===== config.mk =====
export PLATFORM = sky130hd
export DESIGN_NAME = rx_frame_shift_reg
export DESIGN_NICKNAME = d
export VERILOG_FILES = /design/src/rtl/rx_frame_shift_reg_pkg.sv /design/src/rtl/rx_frame_shift_reg_bit_counter.sv /design/src/rtl/rx_frame_shift_reg.sv
export SDC_FILE = /design/constraint.sdc
export NUM_CORES = 1
export LEC_CHECK = 0
export ABC_AREA = 1
export BUFFER_PORTS_ARGS = -buffer_cell sky130_fd_sc_hd__buf_2
export CORE_ASPECT_RATIO = 1.1
export CORE_MARGIN = 5
export CORE_UTILIZATION = 54
export CTS_CLUSTER_SIZE = 10
export DETAILED_ROUTE_END_ITERATION = 10
export GPL_ROUTABILITY_DRIVEN = 0
export GPL_TIMING_DRIVEN = 0
export PLACE_DENSITY = 0.82
export SETUP_SLACK_MARGIN = 0.05
export SLEW_MARGIN = 0
export SYNTH_ARGS = -nofsm -noshare
export SYNTH_HDL_FRONTEND = slang
export SYNTH_SLANG_ARGS = --single-unit

===== constraint.sdc =====
create_clock -name CLK -period 2.4 [get_ports CLK]
set_clock_uncertainty 0.1 [all_clocks]
set_input_delay 0.24 -clock CLK [delete_from_list [all_inputs] [get_ports CLK]]
set_output_delay 0.24 -clock CLK [all_outputs]
set_load 0.02 [all_outputs]

===== src/rtl/rx_frame_shift_reg_pkg.sv =====
// Shared RX engine constants: frame defaults and start/stop bit levels.
package rx_frame_shift_reg_pkg;

    localparam int   DEF_WIDTH = 10;
    localparam int   DEF_CNT_W = 6;
    localparam logic START_BIT = 1'b0;
    localparam logic STOP_BIT  = 1'b1;

endpackage


===== src/rtl/rx_frame_shift_reg_bit_counter.sv =====
// Modulo-WIDTH received-bit counter with a combinational wrap strobe.
module rx_bit_counter
    import rx_frame_shift_reg_pkg::*;
#(
    parameter int WIDTH = DEF_WIDTH,
    parameter int CNT_W = DEF_CNT_W
) (
    input  logic             CLK,
    input  logic             RST,
    input  logic             EN,
    input  logic             CLR,
    output logic [CNT_W-1:0] BIT_CNT,
    output logic             WRAP
);

    logic [CNT_W-1:0] cnt_q;
    logic [CNT_W-1:0] cnt_d;

    assign WRAP    = EN && (cnt_q == CNT_W'(WIDTH - 1));
    assign BIT_CNT = cnt_q;

    always_comb begin
        cnt_d = cnt_q;
        if (CLR) begin
            cnt_d = '0;
        end else if (WRAP) begin
            cnt_d = '0;
        end else if (EN) begin
            cnt_d = cnt_q + 1'b1;
        end
    end

    always_ff @(posedge CLK) begin
        if (!RST) begin
            cnt_q <= '0;
        end else begin
            cnt_q <= cnt_d;
        end
    end

endmodule


===== src/rtl/rx_frame_shift_reg.sv =====
// Serial-to-parallel RX shift register with frame latch, DONE pulse
// and optional start/stop framing check.
module rx_frame_shift_reg
    import rx_frame_shift_reg_pkg::*;
#(
    parameter int WIDTH       = DEF_WIDTH,
    parameter bit LSB_FIRST   = 1'b1,
    parameter bit CHECK_FRAME = 1'b1,
    parameter int CNT_W       = DEF_CNT_W
) (
    input  logic             CLK,
    input  logic             RST,
    input  logic             SH,
    input  logic             SDI,
    input  logic             CLR,
    output logic [WIDTH-1:0] SH_DATA,
    output logic [WIDTH-1:0] DATA,
    output logic             DONE,
    output logic             FERR,
    output logic [CNT_W-1:0] BIT_CNT
);

    // Bit positions of the first and last received bits in a frame.
    localparam int FIRST = LSB_FIRST ? 0 : WIDTH - 1;
    localparam int LAST  = LSB_FIRST ? WIDTH - 1 : 0;

    logic [WIDTH-1:0] sh_q;
    logic [WIDTH-1:0] sh_d;
    logic [WIDTH-1:0] data_q;
    logic             done_q;
    logic             ferr_q;
    logic             ferr_d;
    logic             en;
    logic             wrap;

    assign en = SH & ~CLR;

    rx_bit_counter #(
        .WIDTH (WIDTH),
        .CNT_W (CNT_W)
    ) u_cnt (
        .CLK     (CLK),
        .RST     (RST),
        .EN      (en),
        .CLR     (CLR),
        .BIT_CNT (BIT_CNT),
        .WRAP    (wrap)
    );

    always_comb begin
        sh_d = sh_q;
        if (CLR) begin
            sh_d = '0;
        end else if (SH) begin
            if (LSB_FIRST) begin
                sh_d = {SDI, sh_q[WIDTH-1:1]};
            end else begin
                sh_d = {sh_q[WIDTH-2:0], SDI};
            end
        end
    end

    always_comb begin
        ferr_d = 1'b0;
        if (CHECK_FRAME) begin
            ferr_d = (sh_d[FIRST] != START_BIT) || (sh_d[LAST] != STOP_BIT);
        end
    end

    always_ff @(posedge CLK) begin
        if (!RST) begin
            sh_q   <= '0;
            data_q <= '0;
            done_q <= 1'b0;
            ferr_q <= 1'b0;
        end else begin
            sh_q   <= sh_d;
            done_q <= wrap;
            if (wrap) begin
                data_q <= sh_d;
                ferr_q <= ferr_d;
            end
        end
    end

    assign SH_DATA = sh_q;
    assign DATA    = data_q;
    assign DONE    = done_q;
    assign FERR    = ferr_q;

endmodule


==> results.py <==
metrics = {
    "placed_design": {
        "dpl_cell_area_mm2": 0.001404,
        "dp_hpwl_um": 1931,
        "port_buffers": 32,
    },
    "clock_tree": {
        "h-tree-depth": 1,
        "cts_buffer_depth": 2,
        "numCtsBuffers": 3,
        "cts_setup_buffers": 0,
        "cts_hold_buf": 0,
        "cts_tree": "yes",
        "clkLatencyLatePin_ns": 0.32,
        "cts.sinks": 28,
        "cts_root_buf": "clkbuf_4",
        "cts_resized": 0,
        "clk_pin_slew_ns": 0.13,
    },
    "yosys": {
        "ys_seq_elements": 28,
        "syn_area_mm2": 0.001206,
        "ys_seq_area_share_pct": 46.47,
        "ys_types": 19,
        "syn_area_per_cell_um2": 7.683,
        "yosys_warnings": 0,
        "synth.net_count": 164,
        "syn_inst": 157,
    },
    "finish": {
        "nets": 201,
        "insertedDiodeCount": 0,
        "layout-drive-gt1-share_pct": 31.25,
        "area_delta_synth_final_pct": 18.26,
        "stdcell_area_mm2": 0.001426,
    },
    "setup_path": {
        "critPathMaxStageDelay_ns": 0.45,
        "crit_fanout": 9,
        "cpMostUsedCell": "nand2_4",
        "crit_chain": "ha_1 > nand3_1 > inv_1 > nand2_4 > nand2_4 > a21oi_2",
        "cpLargestDelayFamily": "simple AND/OR/NAND/NOR gates",
        "crit_slowest_cell": "dfxtp_1",
        "critical_path_arrival_ns": 1.64,
        "crit_path_start_kind": "flip-flop",
        "worst-path-buf-inv": 1,
        "endpoint_kind": "flip-flop",
        "path_class": "reg -> reg",
        "ff2ff_setup_slack_ns": 0.88,
        "cp.required_ns": 2.52,
    },
    "power_and_ir_drop": {
        "p_per_area_mw_per_mm2": 503.3,
        "peakVddDrop_mv": 0.3746,
        "power.leakage_nw": 0.7717,
        "power_mw": 0.7178,
    },
    "global_route": {
        "grt_pass1_wl_um": 4077,
        "grt_max_degree": 15,
        "grt_overflow_total": 0,
        "antenna_found_initial": 0,
        "grt_pass1_vias": 1049,
        "globalRouteTotalUtil_pct": 16.84,
    },
    "timing": {
        "fin_crit_ns": 1.518,
        "maxSlewViolCount": 0,
        "worst_slew_pin_slew_ns": 0.2500,
        "slew_headroom_pct": 83.29,
        "finalSetupViolCount": 0,
        "finalSetupTns_ns": 0,
        "fmax_mhz": 658.6,
        "rsz0062_at_grt": "no",
        "fin_crit_sh_pct": 63.26,
        "hold_viol_final": 0,
    },
    "floorplan": {
        "start_util_pct": 55.21,
        "num_rows": 18,
        "coreArea_mm2": 0.002185,
        "pin_count": 33,
        "fp.dieW_um": 55.06,
        "dieArea_mm2": 0.003280,
        "fp.dieH_um": 59.57,
    },
    "routing": {
        "first_pass_iters": 4,
        "wl_per_cell_um": 10.87,
        "num_vias": 1055,
        "viasPerCell": 4.752,
        "ant_nets": 0,
        "wirelength_um": 2414,
        "drc": 0,
        "drt_iter0_markers": 19,
    },
    "run_status": {
        "outcome": "complete, no violations",
    },
    "job": {
        "maxCapViolCount": 0,
    },
    "min_path": {
        "hp-class": "in -> reg",
    },
}
metal layers:
layer  vias to the layer above  wire [µm]  share of wire [%]  track usage (%)
met5                         -          0                  0                0
met4                         0         37                1.5            6.944
met3                         5        128                5.3            4.282
met2                        21       1300                 54            31.25
met1                       483        948                 39            17.19
li1                        546          -                  -                -
flip-flops by register name, summed over array words and instances (netlist names):
register	flops
u_cnt.BIT_CNT	6
DONE	1
FERR	1
SH_DATA	10
DATA	10
area by class of cell:
type,count,area [µm²]
Fill cell,209,758.2
Clock buffer,3,22.52
Tap cell,30,37.54
Sequential cell,28,560.5
Timing Repair Buffer,32,160.2
Multi-Input combinational cell,100,535.5
Buffer,1,5.005
Inverter,28,105.1
layout by cell type (no fill, tap or decap), types with 2 or more instances in the layout:
master / instances
a21oi_2: 10
nand2_1: 38
inv_2: 2
dfxtp_1: 28
nand2_2: 4
clkbuf_4: 3
nand3_1: 10
nor2_4: 2
ha_1: 2
inv_1: 26
o21ai_0: 2
nor2_1: 21
or2_2: 2
a21oi_1: 3
buf_2: 33
nand2_4: 2
worst register-to-register path: cells and delay by family, from the launching register on:
| kind | cells | cell delay [ns] |
|---|---|---|
| fa+ha+maj | 1 | 0.18 |
| flops | 1 | 0.45 |
| compound gates | 1 | 0.07 |
| buf+inv | 1 | 0.16 |
| simple gates | 3 | 0.46 |
synth_stat cells (all sizes together):
cell   number  share of area, %
a21oi      13               8.5
dfxtp      28                46
buf         1              0.41
ha          2               2.1
nor2       24                10
o21ai       3               1.2
nor3        1              0.83
inv        28               8.7
nand2      44                16
xor2        1              0.73
or2         2               1.0
nand3      10               4.1
through the flow:
step	setup slack, ns	hold slack, ns	util, %	cells
after floorplan	0.8927	0.2658	-	157
after global placement	0.9250	0.3684	64.26	219
after detailed placement	0.8841	0.3796	64.26	219
after CTS	0.8622	0.07845	65.29	222
after global routing	0.7576	0.07633	65.29	222
final	0.8817	0.08898	65.29	222
worst paths after layout:
kind / endpoint / cells after the start / from
max reg2reg: DATA[5]$_SDFFE_PN0P_ / 6 / u_cnt.BIT_CNT[0]$_SDFFE_PP0P_
min reg2reg: DATA[9]$_SDFFE_PN0P_ / 2 / DATA[9]$_SDFFE_PN0P_
min: FERR$_SDFFE_PN0P_ / 3 / RST
max: DATA[5]$_SDFFE_PN0P_ / 6 / u_cnt.BIT_CNT[0]$_SDFFE_PP0P_
where the power goes:
part / switching (mW) / internal [mW]
logic: 0.0437 / 0.0187
clock network: 0.123 / 0.0588
registers: 0.00361 / 0.470
total: 0.170 / 0.548
cells by family after synthesis:
kind of cell	Yosys count	synth area share [%]
xor gates and xnor gates	1	0.7263
DFF	28	46.47
AOI/OAI and AO/OA	16	9.750
adders and majority gates	2	2.074
and+or+nand+nor	81	31.85
buffers and inverters	29	9.128
(Power assumes the default switching activity.)
